File: src/rtl/imem_loader.sv
// imem_loader: receives a length-prefixed, XOR-checksummed byte stream and
// writes it as 32-bit little-endian words into instruction memory. The CPU is
// held in reset until a load completes with a matching checksum.
module imem_loader #(
    parameter int ADDR_WIDTH = 10,
    parameter int MAX_WORDS  = 1024
) (
    input  logic                  Clk,
    input  logic                  Reset,
    input  logic                  Start,
    input  logic                  In_Valid,
    input  logic [7:0]            In_Data,
    output logic                  In_Ready,
    output logic                  Wr_En,
    output logic [ADDR_WIDTH-1:0] Wr_Addr,
    output logic [31:0]           Wr_Data,
    output logic                  Cpu_Reset,
    output logic                  Done,
    output logic                  Error
);

    typedef enum logic [2:0] {
        ST_IDLE = 3'd0,
        ST_HDR0 = 3'd1,
        ST_HDR1 = 3'd2,
        ST_DATA = 3'd3,
        ST_CSUM = 3'd4,
        ST_DONE = 3'd5,
        ST_ERR  = 3'd6
    } state_t;

    // Widened by one bit so a 16-bit header length can be compared without overflow.
    localparam logic [16:0] MAX_LEN = 17'(MAX_WORDS);

    // Running checksum update: plain XOR over data bytes.
    function automatic logic [7:0] csum_next(input logic [7:0] csum, input logic [7:0] b);
        return csum ^ b;
    endfunction

    state_t                state_r;
    logic                  in_ready_r;
    logic                  wr_en_r;
    logic [ADDR_WIDTH-1:0] wr_addr_r;
    logic [31:0]           wr_data_r;
    logic                  cpu_reset_r;
    logic                  done_r;
    logic                  error_r;
    logic [15:0]           len_r;
    logic [15:0]           word_cnt_r;
    logic [1:0]            byte_cnt_r;
    logic [23:0]           word_r;      // first three bytes of the word in progress
    logic [7:0]            csum_r;

    logic                  accept_s;
    logic [15:0]           hdr_len_s;
    logic                  len_bad_s;
    logic [31:0]           word_s;
    logic                  last_word_s;

    assign accept_s    = In_Valid & in_ready_r;
    assign hdr_len_s   = {In_Data, len_r[7:0]};
    assign len_bad_s   = (hdr_len_s == 16'd0) || ({1'b0, hdr_len_s} > MAX_LEN);
    assign word_s      = {In_Data, word_r};
    assign last_word_s = (word_cnt_r == (len_r - 16'd1));

    assign In_Ready  = in_ready_r;
    assign Wr_En     = wr_en_r;
    assign Wr_Addr   = wr_addr_r;
    assign Wr_Data   = wr_data_r;
    assign Cpu_Reset = cpu_reset_r;
    assign Done      = done_r;
    assign Error     = error_r;

    // Load FSM: state, counters, checksum and all registered outputs.
    always_ff @(posedge Clk) begin
        if (!Reset) begin
            state_r     <= ST_IDLE;
            in_ready_r  <= 1'b0;
            wr_en_r     <= 1'b0;
            wr_addr_r   <= '0;
            wr_data_r   <= 32'd0;
            cpu_reset_r <= 1'b1;
            done_r      <= 1'b0;
            error_r     <= 1'b0;
            len_r       <= 16'd0;
            word_cnt_r  <= 16'd0;
            byte_cnt_r  <= 2'd0;
            word_r      <= 24'd0;
            csum_r      <= 8'd0;
        end else begin
            // The write strobe is a single-cycle pulse unless re-armed below.
            wr_en_r <= 1'b0;
            case (state_r)
                ST_IDLE, ST_DONE, ST_ERR: begin
                    if (Start) begin
                        state_r     <= ST_HDR0;
                        in_ready_r  <= 1'b1;
                        cpu_reset_r <= 1'b1;
                        done_r      <= 1'b0;
                        error_r     <= 1'b0;
                        len_r       <= 16'd0;
                        word_cnt_r  <= 16'd0;
                        byte_cnt_r  <= 2'd0;
                        word_r      <= 24'd0;
                        csum_r      <= 8'd0;
                    end else begin
                        state_r <= state_r;
                    end
                end
                ST_HDR0: begin
                    if (accept_s) begin
                        len_r[7:0] <= In_Data;
                        state_r    <= ST_HDR1;
                    end else begin
                        state_r <= state_r;
                    end
                end
                ST_HDR1: begin
                    if (accept_s) begin
                        len_r[15:8] <= In_Data;
                        if (len_bad_s) begin
                            state_r     <= ST_ERR;
                            in_ready_r  <= 1'b0;
                            cpu_reset_r <= 1'b1;
                            error_r     <= 1'b1;
                        end else begin
                            state_r <= ST_DATA;
                        end
                    end else begin
                        state_r <= state_r;
                    end
                end
                ST_DATA: begin
                    if (accept_s) begin
                        csum_r     <= csum_next(csum_r, In_Data);
                        word_r     <= {In_Data, word_r[23:8]};
                        byte_cnt_r <= byte_cnt_r + 2'd1;
                        if (byte_cnt_r == 2'd3) begin
                            wr_en_r    <= 1'b1;
                            wr_addr_r  <= word_cnt_r[ADDR_WIDTH-1:0];
                            wr_data_r  <= word_s;
                            word_cnt_r <= word_cnt_r + 16'd1;
                            if (last_word_s) begin
                                state_r <= ST_CSUM;
                            end else begin
                                state_r <= state_r;
                            end
                        end else begin
                            state_r <= state_r;
                        end
                    end else begin
                        state_r <= state_r;
                    end
                end
                ST_CSUM: begin
                    if (accept_s) begin
                        in_ready_r <= 1'b0;
                        if (In_Data == csum_r) begin
                            state_r     <= ST_DONE;
                            done_r      <= 1'b1;
                            cpu_reset_r <= 1'b0;
                        end else begin
                            state_r     <= ST_ERR;
                            error_r     <= 1'b1;
                            cpu_reset_r <= 1'b1;
                        end
                    end else begin
                        state_r <= state_r;
                    end
                end
                default: begin
                    state_r     <= ST_IDLE;
                    in_ready_r  <= 1'b0;
                    cpu_reset_r <= 1'b1;
                    done_r      <= 1'b0;
                    error_r     <= 1'b0;
                end
            endcase
        end
    end

endmodule

File: config.mk
export PLATFORM = sky130hd
export DESIGN_NAME = imem_loader
export DESIGN_NICKNAME = d
export VERILOG_FILES = /design/src/rtl/imem_loader.sv
export SDC_FILE = /design/constraint.sdc
export NUM_CORES = 1
export LEC_CHECK = 0
export CAP_MARGIN = 20
export CELL_PAD_IN_SITES_DETAIL_PLACEMENT = 0
export CELL_PAD_IN_SITES_GLOBAL_PLACEMENT = 2
export CORE_ASPECT_RATIO = 0.6
export CORE_MARGIN = 1
export CORE_UTILIZATION = 30
export CTS_CLUSTER_DIAMETER = 200
export DETAILED_ROUTE_END_ITERATION = 7
export GPL_ROUTABILITY_DRIVEN = 0
export GPL_TIMING_DRIVEN = 0
export PLACE_DENSITY_LB_ADDON = 0.1
export RECOVER_POWER = 25
export SKIP_LAST_GASP = 1
export SYNTH_ARGS = -nofsm -noshare
export SYNTH_HDL_FRONTEND = slang
export SYNTH_SLANG_ARGS = --single-unit
File: constraint.sdc
create_clock -name Clk -period 2.5 [get_ports Clk]
set_clock_uncertainty 0.2 [all_clocks]
set_input_delay 0.75 -clock Clk [delete_from_list [all_inputs] [get_ports Clk]]
set_output_delay 0.75 -clock Clk [all_outputs]
set_load 0.01 [all_outputs]
# Word level (Yosys, flattened, before mapping)
# Index checks and enable logic that the tools add are counted.
[totals]
ff_bits = 116
[classes]
addsub = 3
bitwise_logic = 4
muxes = 44
n_eq_ne = 19
n_reduce_logical = 19
order_cmp = 1
[op_table]
columns = ["operator", "count"]
rows = [
  ["two-way mux 16 bit", 3],
  ["two-way mux 24 bit", 2],
  ["case mux 24 bit (2 select lines)", 1],
  ["case mux 8 bit (2 select lines)", 3],
  ["case mux 16 bit (2 select lines)", 1],
  ["two-way mux 3 bit", 8],
  ["two-way mux 8 bit", 3],
  ["!= test 2 bit, second input constant", 10],
  ["adder 16 x 1 -> 16 bit, second input constant", 1],
  ["== test 16 bit", 1],
  ["greater-than comparator 16 x 11 -> 1 bit, second input constant", 1],
  ["logical NOT 16 bit", 1],
  ["subtractor 16 x 1 -> 16 bit, second input constant", 1],
  ["case mux 3 bit (5 select lines)", 1],
  ["AND reduction 3 bit", 5],
  ["two-way mux 1 bit", 14],
  ["case mux 1 bit (4 select lines)", 3],
  ["== test 3 bit, second input constant", 3],
  ["== test 8 bit", 1],
  ["AND reduction 4 bit", 2],
  ["XOR 8 bit", 1],
  ["AND reduction 7 bit", 1],
  ["== test 3 x 2 -> 1 bit, second input constant", 2],
  ["two-way mux 2 bit", 3],
  ["other kinds (14)", 18],
]

# Logic depth before layout (Yosys ltp)
# Gate-level depths: netlist of run 1.
[depth]
word_depth = 6
depth_mapped = 9
mapped_depth_nobuf = 8

# Least setup slack after synthesis of run 1
# No wires, ideal clock.
[synth_timing]
path_type = "in2reg"
start = "in In_Data[0]"
end = "reg in_ready_r (netlist: In_Ready)"
arrival_time_ps = 2334
setup_time_ps = 70
required_time_ps = 2230
setup_slack_ps = -104
path_buffers = 0
cell_stages = 6
cell_sequence = "or3b_2 o31a_1 nor3_1 o221ai_1 or2_2 a21oi_1"
[synth_via]
elab_chain_len = 4
elab_cells_between_ends = 5
classes_between = "order compare: 1; eq/ne: 1; reduce/logical: 3"
[synth_rtl]
columns = ["item", "line_no", "source"]
rows = [
  ["from (decl)", "12", "input logic [7:0] In_Data,"],
  ["greater-than comparator 16 x 11 -> 1 bit or logical NOT 16 bit (tied branches)", "62", "assign len_bad_s = (hdr_len_s == 16'd0) || ({1'b0, hdr_len_s} > MAX_LEN);"],
  ["logical OR 1 bit (*)", "62", ""],
  ["!= test 2 bit (no source line) (*)", "--", ""],
  ["AND reduction 5 bit (no source line) (*)", "--", ""],
  ["to (signal assigned)", "78", "in_ready_r <= 1'b0;"],
  ["to (signal assigned)", "97", "in_ready_r <= 1'b1;"],
  ["to (signal assigned)", "123", "in_ready_r <= 1'b0;"],
  ["to (decl)", "41", "logic in_ready_r;"],
]
# Mark *: on every way between the ends. The rest lies on a longest branch, timed or not.
# A chain may end at the register's enable or synchronous reset.

# Worst setup path in the final report of run 1
[layout_timing]
start = "reg len_r[8]"
end = "reg state_r[2]"
[layout_via]
elab_chain_len = 4
[layout_rtl]
columns = ["item", "line_no", "source"]
rows = [
  ["from (decl)", "48", "logic [15:0] len_r;"],
  ["from (signal assigned)", "120", "len_r[15:8] <= In_Data;"],
  ["subtractor 16 x 1 -> 16 bit", "64", "assign last_word_s = (word_cnt_r == (len_r - 16'd1));"],
  ["== test 16 bit", "64", ""],
  ["!= test 2 bit (no source line)", "--", ""],
  ["AND reduction 7 bit (no source line)", "--", ""],
  ["to (signal assigned)", "107", "state_r <= state_r;"],
  ["to (signal assigned)", "115", "state_r <= state_r;"],
  ["to (signal assigned)", "130", "state_r <= state_r;"],
  ["to (decl)", "40", "state_t state_r;"],
]
# No other way between the ends.

==> results of run 1 <==
-- state kept, by name, summed over array words and instances, names as in the netlist, 2 cells and up --
register / cells
Wr_Data: 32
csum_r: 8
byte_cnt_r: 2
Wr_Addr: 10
state_r: 3
word_r: 24
word_cnt_r: 16
len_r: 16
-- what timing repair did --
item                                    CTS  global route
hold endpoints to repair                  0             0
endpoints found under the setup margin  109            96
hold buffers                              0             0
pin swaps                                12             8
buffers inserted                          9             5
resized for setup                        36            34
-- critical path: cells and delay by family (launching register included) --
| kind | cells | cell delay (ns) |
|---|---|---|
| AO/OA/AOI/OAI | 3 | 0.83 |
| flip-flops | 1 | 0.35 |
| AND/OR/NAND/NOR | 3 | 1.00 |
-- cells in the mapped netlist (2+ instances only) --
| master | count |
|---|---|
| ha_1 | 4 |
| or3_1 | 7 |
| and3_1 | 9 |
| nand3b_1 | 2 |
| o31a_1 | 2 |
| nor2_1 | 42 |
| o211ai_1 | 5 |
| a21oi_1 | 102 |
| nand2b_1 | 3 |
| nand3_1 | 53 |
| o2111ai_1 | 3 |
| dfxtp_1 | 116 |
| a31o_2 | 2 |
| or4_1 | 2 |
| buf_1 | 3 |
| inv_1 | 12 |
| nor3b_1 | 3 |
| nor4_1 | 5 |
| nand4_1 | 5 |
| nor3_1 | 5 |
| o21ai_0 | 17 |
| buf_2 | 2 |
| nand2_1 | 145 |
| xor2_1 | 20 |
| a2111o_1 | 2 |
| clkbuf_1 | 34 |
| a31oi_1 | 2 |
| or2_2 | 2 |
| xnor2_1 | 23 |
-- stage by stage --
stage	power (mW)	std cells	setup WS, ns
2_1_floorplan	2.82	664	-0.0195
3_3_place_gp	3.18	945	-0.898
3_5_place_dp	3.19	945	-0.917
4_1_cts	5.91	985	-0.100
5_1_grt	6.23	987	-0.0974
6_report	5.96	987	0.0230
-- routing by layer --
metal | vias to the layer above | GRT usage | wire length (um)
li1 | 2457 | - | -
met1 | 2361 | 0.332 | 9750
met2 | 127 | 0.279 | 6940
met3 | 19 | 0.0354 | 844
met4 | 0 | 0.0601 | 182
met5 | - | 0 | 0
-- cell families after synthesis --
kind of cell / synth area share
and+or+nand+nor: 0.253
AOI/OAI and AO/OA: 0.168
xor gates and xnor gates: 0.0771
DFF: 0.444
buffers and inverters: 0.0438
adders and majority gates: 0.0115
muxes: 0.00191
-- final cells by class --
cell class | count | area (sq um)
inverters | 13 | 51.3
repair buffers | 66 | 602
fillers | 1677 | 9700
flip-flops and latches | 116 | 2340
plain buffers | 40 | 209
multi-input cells | 493 | 2810
clock buffers | 17 | 425
clock inverters | 14 | 203
well taps | 228 | 285
-- worst min path at each step --
stage / depth (start not counted) / to / start / slack, ns
6_report: 2 / Wr_Data[2]$_SDFFE_PN0P_ / Wr_Data[2]$_SDFFE_PN0P_ / 0.25
5_1_grt: 2 / Wr_Data[2]$_SDFFE_PN0P_ / Wr_Data[2]$_SDFFE_PN0P_ / 0.27
4_1_cts: 2 / word_r[6]$_SDFFE_PN0P_ / word_r[6]$_SDFFE_PN0P_ / 0.25
3_5_place_dp: 2 / Wr_Data[17]$_SDFFE_PN0P_ / Wr_Data[17]$_SDFFE_PN0P_ / 0.25
3_3_place_gp: 2 / Wr_Data[3]$_SDFFE_PN0P_ / Wr_Data[3]$_SDFFE_PN0P_ / 0.24
2_1_floorplan: 2 / Wr_Data[0]$_SDFFE_PN0P_ / word_r[0]$_SDFFE_PN0P_ / 0.23
-- power groups by stage --
stage          logic (mW)  clock network, mW  registers, mW
3_5_place_dp         1.19                  0           2.00
4_1_cts              1.27               2.68           1.96
3_3_place_gp         1.18                  0           2.00
6_report             1.35               2.63           1.98
2_1_floorplan       0.835                  0           1.99
5_1_grt              1.47               2.76           1.99
==> results.md, run 1 <==
- Status: finished, final reports clean
- Worst setup path start: len_r[8]$_SDFFE_PN0P_
- Initial Util: 0.315
- Clock latency at the later pin of the worst-skew pair: 0.42 ns
- CTS Buffer Depth: 2
- Synth cell types: 61
- Post-synth EDFFs: 0
- H-tree Lvls: 4
- Nets: 763
- Sw Pwr: 1.91 mW
- Final core occ: 0.417
- Worst Setup Path Type: flip-flop to flip-flop
- R2r startpoint: len_r[8]$_SDFFE_PN0P_
- Worst-Margin Slew: 0.805 ns
- Async set-reset flop share out of synthesis: 0
- Syn_nets: 680
- PortBufs: 53
- CP max-delay cell: or4_4
- Core area: 16,600 sq um
- Total negative slack: 0 ns
- Commonest non-fill, non-tap cell in the layout: nand2_1
- Ant. Diodes: 0
- WL final: 17.7 mm
- Mapped Area: 5230 sq um
- Std-Cell Rows: 36
- Switching Share: 0.320
- Max Clock Freq: 0.404 GHz
- RSZ-0062 raised after global routing: yes
- Startpoint Class: flip-flop
- Num CTS Buffers: 17
- Post-placement cell area: 6060 sq um
- Maxcap violations: 0
- Chip Height: 104 um
- Seq/Total Area, Yosys: 0.444
- Synth warnings: 0
- Worst Setup EP: state_r[2]$_SDFFE_PN0P_
- Final period util: 0.991
- Worst-path clk slew: 0.06 ns
- Die width: 172 um
- First-pass GRT wire length: 28.2 mm
- I/O Pins: 59
- Power share of the clock group: 0.441
- Int Pwr: 4.06 mW
- Die ar.: 18,000 sq um
- CTS tree: done
- Max Slew Vio Count: 0
- Slowest Stage Delay on Critical Path: 0.53 ns
- Synth top area share: 0.444
- Initial antenna violation count: 0
- CP cell instances: or4_4, or3_1, a2111o_1, a22oi_2, nand4_2, a221oi_2
- Ys flop type: dfxtp_1
- Ranking of synthesized cells by area: dfxtp_1 (44%), nand2_1 (10%), a21oi_1 (9.8%)
- CP endpoint kind: flip-flop
- Leak: 2.42 nW
- Synth-to-layout area growth: 32.4%
- Fin Hold WS: 0.250 ns
- Share of cells above drive strength 1: 0.128
- Number of global-route vias before repair: 4,851
- Largest net degree at the start of global routing: 17
- Wire per inst: 18.0 um
- Placed wire-length estimate: 12.7 mm
- Via count: 4,964
- Power density over the cells: 861 nW/um^2
- DRT Pass-1 Iters: 5
- Cell taking the most area after synthesis: dfxtp_1
- Combinational share of power: 0.227
- # clock sinks: 116
- Worst hold path class: flip-flop to flip-flop
- Mapped Avg Cell Area: 7.87 sq um
- Iteration-0 DRC Markers: 310
- Final hold vios: 0
- GRT Util Overall: 0.209
- Cells after synthesis: 664
- Reg2reg path depth: 6
- Most frequent cells in the layout: nand2_1 (144), dfxtp_1 (109), a21oi_1 (101), nand3_1 (51), clkdlybuf4s50_1 (42)
- WP data required: 2.62 ns
- Total grt overflow: 0
- Endpoints failing setup: 0
- Final min period: 2.48 ns
- Antenna-violating nets left: 0
- Seq pwr share: 0.333
- Remaining DRCs: 0
- Worst R2R Setup Slack: 0.02 ns
- Number of synthesized register bits: 116
- Fin area: 6920 sq um
- Crit path arrival time: 2.60 ns
- Vias per cell: 5.03
- Rel. slew slack: 0.464
- Cell chosen for the clock root: clkbuf_16
- FF-to-FF End: state_r[2]$_SDFFE_PN0P_
- VDD IR-drop max: 0.458 mV
- CP max FO: 3
Power figures use the tool's default switching activity.
==> run 2, diff against run 1 <==
Settings changed: CORE_UTILIZATION 30 to 33, DONT_BUFFER_PORTS from default to 1.
==> run 2 against run 1 <==
  * The run now ends with negative setup slack left
  * Via count shrank 3.3%
  * Flip-flop and latch count is the same
  * Die area shrank 9.0%
  * Combinational power shrank 4%
  * Global-route usage grew 1.0 points
  * Routed wire length shrank 4.2%
  * Cell area shrank 7.3%
  * Setup slack lost 0.046 ns
  * Critical path depth is the same
  * Clock-buffer cell count grew 1
  * Sequential share of layout area grew 2.7 points
  * Maximum frequency shrank 1.8%
==> results.md, run 2 (synthesis gave the netlist of run 1 again) <==
- Pre-CTS setup slack: -0.413 ns
- # clock sinks: 116
- Core area: 15,400 sq um
- CTS tree: done
- I/O Pins: 59
- VDD IR-drop max: 0.408 mV
- Startpoint Class: flip-flop
- Iteration-0 DRC Markers: 345
- Max FFs per register: 32
- Remaining DRCs: 0
- Worst-path clk slew: 0.06 ns
- Fin Hold WS: 0.211 ns
- Final core occ: 0.416
- Status: finished, violations left
- CP max-delay cell: or4_4
- Initial Util: 0.339
- Rel. slew slack: 0.476
- Clock latency at the later pin of the worst-skew pair: 0.41 ns
- Placed insts: 867
- Worst Setup Path Type: flip-flop to flip-flop
- Via count: 4,802
- Total negative slack: -0.0225 ns
- Leak: 2.25 nW
- Switching Share: 0.301
- Slowest Stage Delay on Critical Path: 0.54 ns
- Ant. Diodes: 0
- Met3 usage: 0.0450
- CP cell instances: or4_4, or3_1, a2111o_1, a22oi_2, nand4_2, a221oi_2
- Final min period: 2.52 ns
- Nets: 705
- Worst-Margin Slew: 0.786 ns
- Largest net degree at the start of global routing: 17
- Int Pwr: 4.37 mW
- Worst hold path class: input port to flip-flop
- Fin area: 6420 sq um
- CP max FO: 3
- WP buf/inv: 0
- CP endpoint kind: flip-flop
- Endpoints failing setup: 1
- Chip Height: 99.5 um
- Crit path max-delay family: simple AND/OR/NAND/NOR gates
- First-pass GRT wire length: 26.7 mm
- Number of global-route vias before repair: 4,622
- Placed wire-length estimate: 12.3 mm
- Most frequent cells in the layout: nand2_1 (145), dfxtp_1 (109), a21oi_1 (102), nand3_1 (51), nor2_1 (40)
- WL final: 17.0 mm
- RSZ-0062 raised after global routing: yes
- Max Clock Freq: 0.396 GHz
- Fillcell total: 1,587
- Vias per cell: 5.31
- Violations in the final reports: negative setup slack
- Maxcap violations: 0
- DRT Pass-1 Iters: 5
- Max Slew Vio Count: 0
- Synth-to-layout area growth: 22.8%
- Crit path arrival time: 2.64 ns
- Wire per inst: 18.8 um
- Die width: 164 um
- Num CTS Buffers: 17
- CTS Buffer Depth: 2
- Met2 Usage GRT: 0.300
- Sw Pwr: 1.88 mW
- Share of cells above drive strength 1: 0.123
- Cell chosen for the clock root: clkbuf_16
- GRT Util Overall: 0.219
- Seq pwr share: 0.321
- Final period util: 1.01
- Power share of the clock group: 0.471
- Power density over the cells: 974 nW/um^2
- Combinational share of power: 0.209
- Final hold vios: 0
- GR Layer Usage met1: 0.341
- Final WS setup: -0.0225 ns
- Commonest non-fill, non-tap cell in the layout: nand2_1
- Total grt overflow: 0
- Fin cells: 905
- Die ar.: 16,400 sq um
- Global routing's busiest layer: met1
- PortBufs: 0
- Post-placement cell area: 5490 sq um
- WP data required: 2.61 ns
- Initial antenna violation count: 0
- H-tree Lvls: 4
- Std-Cell Rows: 35
- Worst R2R Setup Slack: -0.02 ns
- Antenna-violating nets left: 0
- Total Power: 6.25 mW
## run 2: timing repair
item,CTS,global route
setup buffers,4,4
pin swaps,9,7
endpoints found under the setup margin,107,76
hold buffers,0,0
resized for setup,22,30
hold endpoints to repair,0,0
## run 2: metal layers
| layer | vias up | wire length, um |
|---|---|---|
| li1 | 2348 | - |
| met1 | 2305 | 9040 |
| met2 | 145 | 6770 |
| met3 | 4 | 1120 |
| met4 | 0 | 44 |
| met5 | - | 0 |
## run 2: final cells by class
type / count / area [sq um] / share of cell area
Buffer: 40 / 200 / 0.0312
Inverter: 13 / 48.8 / 0.00760
Sequential cell: 116 / 2340 / 0.365
Clock buffer: 18 / 429 / 0.0669
Timing Repair Buffer: 8 / 60.1 / 0.00936
Clock inverter: 14 / 272 / 0.0423
Multi-Input combinational cell: 493 / 2810 / 0.438
Tap cell: 203 / 254 / 0.0396
## run 2: worst register-to-register path, delay by kind of cell (launching register included)
kind            cells  cell delay (ns)
flops               1             0.34
simple gates        3             1.04
compound gates      3             0.85
## run 2: power groups by stage
| stage | registers (mW) | clock network [mW] | logic, mW |
|---|---|---|---|
| after CTS | 1.98 | 3.00 | 1.18 |
| after global placement | 2.01 | 0 | 1.13 |
| final | 2.00 | 2.94 | 1.30 |
| after floorplan | 1.99 | 0 | 0.835 |
| after global routing | 2.01 | 3.08 | 1.43 |
| after detailed placement | 2.01 | 0 | 1.14 |
## run 2: path summary, 6_finish.rpt
| kind | startpoint | end | cells after the start |
|---|---|---|---|
| min reg2reg | word_r[5]$_SDFFE_PN0P_ | Wr_Data[5]$_SDFFE_PN0P_ | 2 |
| min | Reset | Cpu_Reset$_SDFFE_PN1P_ | 1 |
| max | len_r[9]$_SDFFE_PN0P_ | state_r[2]$_SDFFE_PN0P_ | 6 |
| max reg2reg | len_r[9]$_SDFFE_PN0P_ | state_r[2]$_SDFFE_PN0P_ | 6 |
==> run 3, diff against run 2 <==
Settings changed: TNS_END_PERCENT from default to 100.
==> results of run 3 <==
Final layout, timing and power as in run 2 (identical DEF).
